===== src/rtl/uart_tx.sv =====
`default_nettype none
// ============================================================================
// Module   : uart_tx
// Purpose  : UART transmit serializer. Frame: start, 7/8 data, optional parity,
//            1/2 stop. Macro UART_TX_HOLD_EN adds a one-byte holding register
//            so back-to-back frames leave no idle bit between them.
// Revision : 1.0 - initial release
// ============================================================================
module uart_tx (
  input  logic       clk,
  input  logic       rstb,
  input  logic       uart_ce,
  input  logic       cfg_enable,
  input  logic       cfg_has_parity,
  input  logic       cfg_odd_parity,
  input  logic       cfg_extend_stop,
  input  logic       cfg_lsb_first,
  input  logic       cfg_word,
  input  logic [7:0] uart_tx_data,
  input  logic       uart_tx_valid,
  output logic       uart_tx_ready,
  output logic       uart_tx_busy,
  output logic       uart_tx_empty_it,
  output logic       ms_utx
);

  typedef enum logic [2:0] {
    S_IDLE   = 3'd0,
    S_START  = 3'd1,
    S_DATA   = 3'd2,
    S_PARITY = 3'd3,
    S_STOP1  = 3'd4,
    S_STOP2  = 3'd5
  } state_e;

  typedef struct packed {
    logic has_parity;
    logic odd_parity;
    logic extend_stop;
    logic lsb_first;
    logic word8;
  } cfg_t;

  state_e     state_q, state_d;
  logic [2:0] cnt_q, cnt_d;
  logic       pend_q, pend_d;
  logic       line_q, line_d;
  logic       empty_q, empty_d;
  logic [7:0] act_data_q;
  cfg_t       act_cfg_q;
  cfg_t       cfg_in;
  logic       accept;
  logic       load;
  logic       frame_end;
  logic [2:0] last_idx;
  logic [2:0] bit_idx;
  logic       parity_bit;

  assign cfg_in = {cfg_has_parity, cfg_odd_parity, cfg_extend_stop,
                   cfg_lsb_first, cfg_word};
  assign accept = uart_tx_valid & uart_tx_ready;

`ifdef UART_TX_HOLD_EN
  logic [7:0] hold_data_q;
  cfg_t       hold_cfg_q;

  assign uart_tx_ready = cfg_enable & ~pend_q;

  // Holding register is filled on accept and drained into the shifter at START.
  always_ff @(posedge clk or negedge rstb) begin
    if (!rstb) begin
      hold_data_q <= '0;
      hold_cfg_q  <= '0;
      act_data_q  <= '0;
      act_cfg_q   <= '0;
    end else begin
      if (accept) begin
        hold_data_q <= uart_tx_data;
        hold_cfg_q  <= cfg_in;
      end
      if (load) begin
        act_data_q <= hold_data_q;
        act_cfg_q  <= hold_cfg_q;
      end
    end
  end
`else
  assign uart_tx_ready = cfg_enable & (state_q == S_IDLE) & ~pend_q;

  // Accept only happens in IDLE, so the shifter snapshot can be taken directly.
  always_ff @(posedge clk or negedge rstb) begin
    if (!rstb) begin
      act_data_q <= '0;
      act_cfg_q  <= '0;
    end else if (accept) begin
      act_data_q <= uart_tx_data;
      act_cfg_q  <= cfg_in;
    end
  end
`endif

  assign last_idx   = act_cfg_q.word8 ? 3'd7 : 3'd6;
  assign parity_bit = (act_cfg_q.word8 ? ^act_data_q : ^act_data_q[6:0])
                      ^ act_cfg_q.odd_parity;

  always_comb begin
    state_d   = state_q;
    cnt_d     = cnt_q;
    pend_d    = pend_q;
    empty_d   = 1'b0;
    load      = 1'b0;
    frame_end = 1'b0;
    if (accept) begin
      pend_d = 1'b1;
    end
    if (!cfg_enable) begin
      state_d = S_IDLE;
      pend_d  = 1'b0;
    end else if (uart_ce) begin
      case (state_q)
        S_IDLE: begin
          if (pend_q) begin
            state_d = S_START;
            load    = 1'b1;
          end
        end
        S_START: begin
          state_d = S_DATA;
          cnt_d   = 3'd0;
        end
        S_DATA: begin
          if (cnt_q == last_idx) begin
            state_d = act_cfg_q.has_parity ? S_PARITY : S_STOP1;
          end else begin
            cnt_d = cnt_q + 3'd1;
          end
        end
        S_PARITY: state_d = S_STOP1;
        S_STOP1: begin
          if (act_cfg_q.extend_stop) begin
            state_d = S_STOP2;
          end else begin
            frame_end = 1'b1;
          end
        end
        S_STOP2: frame_end = 1'b1;
        default: state_d = S_IDLE;
      endcase
      // A queued byte chains straight into START without an idle bit.
      if (frame_end) begin
        if (pend_q) begin
          state_d = S_START;
          load    = 1'b1;
        end else begin
          state_d = S_IDLE;
          empty_d = 1'b1;
        end
      end
    end
    if (load) begin
      pend_d = 1'b0;
    end
  end

  assign bit_idx = act_cfg_q.lsb_first ? cnt_d : (last_idx - cnt_d);

  // Line is a function of the next state so it updates on the same edge.
  always_comb begin
    line_d = 1'b1;
    case (state_d)
      S_START:  line_d = 1'b0;
      S_DATA:   line_d = act_data_q[bit_idx];
      S_PARITY: line_d = parity_bit;
      default:  line_d = 1'b1;
    endcase
  end

  always_ff @(posedge clk or negedge rstb) begin
    if (!rstb) begin
      state_q <= S_IDLE;
      cnt_q   <= 3'd0;
      pend_q  <= 1'b0;
      line_q  <= 1'b1;
      empty_q <= 1'b0;
    end else begin
      state_q <= state_d;
      cnt_q   <= cnt_d;
      pend_q  <= pend_d;
      line_q  <= line_d;
      empty_q <= empty_d;
    end
  end

  assign ms_utx           = line_q;
  assign uart_tx_busy     = (state_q != S_IDLE);
  assign uart_tx_empty_it = empty_q;

endmodule
`default_nettype wire

===== config.mk =====
export PLATFORM = sky130hd
export DESIGN_NAME = uart_tx
export DESIGN_NICKNAME = d
export VERILOG_FILES = /design/src/rtl/uart_tx.sv
export SDC_FILE = /design/constraint.sdc
export NUM_CORES = 1
export LEC_CHECK = 0
export CORE_ASPECT_RATIO = 1.75
export CORE_MARGIN = 1.5
export CORE_UTILIZATION = 54
export CTS_BUF_LIST = sky130_fd_sc_hd__clkbuf_4
export CTS_CLUSTER_DIAMETER = 200
export CTS_CLUSTER_SIZE = 14
export DETAILED_ROUTE_END_ITERATION = 10
export GPL_ROUTABILITY_DRIVEN = 0
export PLACE_DENSITY = 0.89
export SYNTH_ARGS = -nofsm -noshare
export SYNTH_HDL_FRONTEND = slang
export SYNTH_SLANG_ARGS = --single-unit

===== constraint.sdc =====
create_clock -name clk -period 2.6 [get_ports clk]
set_input_delay 0.52 -clock clk [delete_from_list [all_inputs] [get_ports clk]]
set_output_delay 0.52 -clock clk [all_outputs]
set_load 0.01 [all_outputs]

; ---- Word level (Yosys, flattened, before mapping)
; Cells that the tools add are included.
[word_totals]
ff_bits = 22
latch_bits = 0
ramBits = 0
mem_bits_ro = 0
input_bits = 18
out_inout_bits = 4
wordCells = 69
n_memories = 0
[classes]
addsub = 2
n_mul = 0
div = 0
magnitude_cmp = 1
n_eq_ne = 10
shifts = 0
muxes = 36
bitwise_logic = 5
reduce_logical = 4
[ops]
columns = operator, n
row1 = $mux W3, 11
row2 = $mux W1, 20
row3 = $pmux W3 S6, 1
row4 = $eq A3 B2 Y1 const B, 4
row5 = $reduce_xor A8 Y1, 1
row6 = $reduce_xor A7 Y1, 1
row7 = $eq A3 B1 Y1 const B, 2
row8 = $eq A3 B3 Y1 const B, 2
row9 = $pmux W3 S2, 1
row10 = $lt A3 B4 Y1 const B, 1
row11 = $add A3 B1 Y3 const B, 1
row12 = $and A1 B1 Y1, 3
row13 = $bmux W1 S3, 1
row14 = $eq A3 B3 Y1, 1
row15 = $logic_not A3 Y1, 1
row16 = $ne A3 B1 Y1 const B, 1
row17 = $pmux W1 S3, 1
row18 = $reduce_bool A3 Y1, 1
row19 = $sub A3 B3 Y3, 1
row20 = $pmux W1 S2, 1
row21 = $not A1 Y1, 1
row22 = $xor A1 B1 Y1, 1

; ---- Logic depth before layout (Yosys ltp)
[logic_depth]
word_depth = 11
ltp_mapped = 10
mapped_depth_nobuf = 9

; ---- Worst setup path after synthesis
; Ideal clock, no wire load.
[synth_timing]
path_kind = input to register
from = in uart_ce
to = reg line_q (netlist: ms_utx)
setup_time_ps = 87
t_arrival_ps = 2421
required_time_ps = 2513
path_slack_ps = 92
path_stages = 10
path_buffers = 1
cell_sequence = buf_2 -> and4bb_4 -> a31oi_1 -> a21oi_1 -> ha_1 -> nor2_1 -> xor2_2 -> mux4_1 -> mux2i_1 -> o21ai_1
[synth_between]
elab_chain_len = 7
word_cells_on_any_way = 12
cone_classes = 1 x add/sub / 3 x eq/ne / 8 x mux
[synth_lines]
columns = item, line
row1 = "start, declared", 12  ; input logic uart_ce,
row2 = $mux W3 (*), 119  ; end else if (uart_ce) begin
row3 = $mux W3 (*), 116  ; if (!cfg_enable) begin
row4 = named net cnt_d[0], 45  ; logic [2:0] cnt_q, cnt_d;
row5 = $sub A3 B3 Y3, 165  ; assign bit_idx = act_cfg_q.lsb_first ? cnt_d : (last_idx - cnt_d);
row6 = $mux W3 (*), 165
row7 = $bmux W1 S3 (*), 172  ; S_DATA: line_d = act_data_q[bit_idx];
row8 = $mux W1 (not written as such) (*), 172
row9 = $pmux W1 S3 (*), 170  ; case (state_d)
row10 = named net line_d, 47  ; logic line_q, line_d;
row11 = "end signal, assigned", 189  ; line_q <= line_d;
row12 = "end, declared", 47
; Mark *: on every way through the listed nets, which the timed path passes. The rest lies on a longest branch. The select of a mux whose other input is x is not followed.
; A chain may end at the register's enable or synchronous reset.

; ---- Final worst setup path
[layout_timing]
from = reg state_q[1]
to = reg line_q (netlist: ms_utx)
[layout_between]
elab_chain_len = 9
word_cells_on_any_way = 27
cone_classes = 1 x add/sub / 8 x eq/ne / 17 x mux / 1 x reduce/logical
[layout_lines]
columns = item, line
row1 = "start, declared", 44  ; state_e state_q, state_d;
row2 = "start signal, assigned", 186  ; state_q <= state_d;
row3 = $eq A3 B2 Y1 or $eq A3 B1 Y1 (tied branches), 120  ; case (state_q)
row4 = $pmux W3 S2 (*), 120
row5 = $mux W3 (*), 119
row6 = $mux W3 (*), 116
row7 = named net cnt_d[0], 45
row8 = $sub A3 B3 Y3, 165
row9 = $mux W3 (*), 165
row10 = $bmux W1 S3 (*), 172
row11 = $mux W1 (not written as such) (*), 172
row12 = $pmux W1 S3 (*), 170
row13 = named net line_d, 47
; Marks and branches as above.

==> out/metrics.cfg <==
[sta]
worst_clock_skew_ns=0.006891
grt_setup_unrepaired=yes
min_period_ns=2.489
post-route-worst-setup-slack_ns=0.1114
layout_worst_path_cycle_share_pct=95.72
fin_worst_hold_slack_ns=0.5074
max_freq_mhz=401.8
max_slew.worst_pin.slew_ns=0.4810
worst_slew_margin_rel_pct=67.83
drv_slew=0
finalSetupViolCount=0
hold_viol=0

[pwr]
report.power.total_w=0.001286
power_density_nw_per_um2=763.5
vdd.ir_drop.worst_mv=0.5861
static_leakage_nw=0.7340

[cells_and_area]
leading_cell_types_in_the_layout_fill_and_taps_excluded=20 x sky130_fd_sc_hd__dfrtp_1, 19 x sky130_fd_sc_hd__clkdlybuf4s50_1, 15 x sky130_fd_sc_hd__buf_4
finalCoreUtilization_pct=73.15
nNetsFinal=173
insertedDiodeCount=0
layout.cells.most_common=sky130_fd_sc_hd__dfrtp_1
layout-drive-gt1-share_pct=29.61
flow.area_growth_from_synthesis_pct=27.22

[die]
fp.coreArea_um2=2302
pin_count=22
core.rowCount=23
chip_width_um=40.43
dieArea_um2=2769
die_y_um=68.50
initial_utilization_pct=57.50

[global_route]
number_of_global_route_vias_before_repair=1044
global_route.overflow_total=0
globalRoute.busiestLayer=met2
antenna_found_initial=0
met2_usage_pct=46.43
first_pass_grt_wire_length_um=4436
gr-usage-met3_pct=2.885
fraction_of_met1_tracks_used_by_global_routing_pct=22.27
grt_max_degree=14
grt.total_usage_pct=24.31

[synthesis]
syn_nets=137
synth_top_cell_area_share_pct=39.70
synthArstFlopShare_pct=100.0
synth_area_um2=1324
post_synth_top_area_cell=sky130_fd_sc_hd__dfrtp_1
netlist_instances=117
synth_top_cells_by_area=sky130_fd_sc_hd__dfrtp_1 40%, sky130_fd_sc_hd__mux2_2 12%, sky130_fd_sc_hd__xnor2_1 6.6%
ys.flop_type=sky130_fd_sc_hd__dfrtp_1
number_of_warnings_reported_in_the_yosys_synthesis_log=0
synth_seq_area_share_pct=41.68
synthesis.area_per_instance_um2=11.31
synth.ff_latch_count=22
synth_edf_count=0
synth.lib_cells_used.distinct=40

[route]
final_antenna_net_count=0
drcViolationCount=0
wire_per_inst_um=15.93
route.detailed.vias_per_inst=5.746
postRouteWirelength_um=2819
dr.first_iter.drc_count=21
detail_route.first_pass.iterations=4
via_count=1017

[status]
outcome=finished clean

[clock_network]
clock_tree.buffer_depth=2
cts_sinks=22
cts.repair_timing.setup_buffer_count=0
clk_transition_reported_paths_ns=0.12
clock_tree_root=sky130_fd_sc_hd__clkbuf_4
cts_tree=built
cts_inserted_buffers=3
cts.hold.buffers_added=0
cts.htree.levels=1
later_pin_clock_latency_in_the_skew_report_ns=0.32

[place]
pre_cts_slack_ns=-0.5066
portBuffers=21
detailed_place_hpwl_um=2327

[run]
drv.max_cap_violation_count=0

[setup_path]
worstPathMaxFanout=4
crit_path_end=ms_utx$_DFF_PN1_
worstPathCellList=nand2b_1 > a311oi_2 > a21oi_2 > ha_1 > nor2_2 > xor2_2 > mux4_1 > mux2i_1 > o21ai_1
beginning_of_the_worst_register_to_register_path=state_q[1]$_DFF_PN0_
critical_path.reg2reg.endpoint=ms_utx$_DFF_PN1_
endpoint_kind=register
worst-r2r-setup-slack_ns=0.11
critPathLaunchType=register
cpMaxStageDelayCell=sky130_fd_sc_hd__mux4_1
r2r.worst_path.cells=9
startpoint=state_q[1]$_DFF_PN0_
cp.required_ns=2.86
critical_path_class=reg -> reg
endpoint_arrival_time_on_the_critical_path_ns=2.75
timing.critical_path.slowest_cell_delay_ns=0.59

[worst_hold_path]
worst_hold_class=in -> async

[repair_timing]
action	4_1_cts	5_1_grt
hold endpoints to repair	0	0
setup endpoints to repair	1	2
gates resized for setup	3	4
pin swaps	1	0
[routing by layer]
layer	wire length, um	vias to the layer above
met4	85	0
met1	941	498
met3	74	9
li1	-	486
met5	0	-
met2	1717	24
[synth_stat cells (2+ instances only)]
master	instances
sky130_fd_sc_hd__a31oi_1	4
sky130_fd_sc_hd__and3_1	3
sky130_fd_sc_hd__o21ai_0	4
sky130_fd_sc_hd__nor2_1	5
sky130_fd_sc_hd__xnor2_1	10
sky130_fd_sc_hd__o21ai_4	2
sky130_fd_sc_hd__nand2_1	4
sky130_fd_sc_hd__mux4_1	2
sky130_fd_sc_hd__nor2b_1	2
sky130_fd_sc_hd__inv_1	8
sky130_fd_sc_hd__nand2b_1	2
sky130_fd_sc_hd__mux2_2	14
sky130_fd_sc_hd__a21oi_1	4
sky130_fd_sc_hd__buf_2	2
sky130_fd_sc_hd__o21ai_1	2
sky130_fd_sc_hd__buf_6	2
sky130_fd_sc_hd__and2_1	3
sky130_fd_sc_hd__dfrtp_1	21
sky130_fd_sc_hd__ha_1	2
[final cells by class]
type                            count  area [um^2]
Multi-Input combinational cell     82        723.2
Fill cell                         175        618.1
Sequential cell                    22        553.0
Timing Repair Buffer               36        320.3
Tap cell                           25        31.28
Inverter                            8        30.03
Clock buffer                        3        22.52
Clock inverter                      1        3.754
[where the power goes]
part,switching [W],internal [W],leakage (nW)
clock network,0.000108,0.0000563,0.0154
registers,0.0000798,0.000425,0.270
logic,0.000267,0.000349,0.449
[per-stage QoR]
step | area, um^2 | cells | TNS [ns]
detailed placement | 1642 | 173 | -0.5066
CTS | 1668 | 177 | 0
global route | 1684 | 177 | -0.01832
finish | 1684 | 177 | 0
floorplan | 1324 | 117 | 0
global placement | 1642 | 173 | -0.3506
[flip-flops by register name, summed over array words and instances, names as in the netlist]
name	count
act_data_q	8
act_cfg_q	5
ms_utx	1
uart_tx_empty_it	1
state_q	3
pend_q	1
cnt_q	3
[kinds of logic (layout without fill, tap and decap cells)]
family,count (synthesis),count (layout),synth area share (%)
buffers and inverters,13,48,5.009
xor gates and xnor gates,12,12,8.507
muxes,17,17,16.64
DFF,22,22,41.68
AOI/OAI and AO/OA,23,23,12.38
and+or+nand+nor,28,28,13.90
adders and majority gates,2,2,1.890
[worst min-delay path by stage]
stage | start | end | slack (ns) | depth (start not counted)
detailed placement | act_cfg_q[2]$_DFFE_PN0P_ | act_cfg_q[2]$_DFFE_PN0P_ | 0.51 | 1
global placement | act_cfg_q[2]$_DFFE_PN0P_ | act_cfg_q[2]$_DFFE_PN0P_ | 0.50 | 1
finish | rstb | act_cfg_q[0]$_DFFE_PN0P_ | 0.51 | 1
floorplan | rstb | act_cfg_q[0]$_DFFE_PN0P_ | 0.22 | 0
global route | act_cfg_q[3]$_DFFE_PN0P_ | act_cfg_q[3]$_DFFE_PN0P_ | 0.55 | 1
CTS | rstb | act_cfg_q[0]$_DFFE_PN0P_ | 0.52 | 1
[worst max-delay path, delay by kind of cell, from the launching register on]
| kind | cells | cell delay [ns] |
|---|---|---|
| mux | 2 | 0.74 |
| compound gates | 3 | 0.49 |
| flops | 1 | 0.43 |
| simple gates | 2 | 0.34 |
| fa+ha+maj | 1 | 0.22 |
| xor+xnor | 1 | 0.21 |
Note: power is estimated with default switching activity, not from simulation.
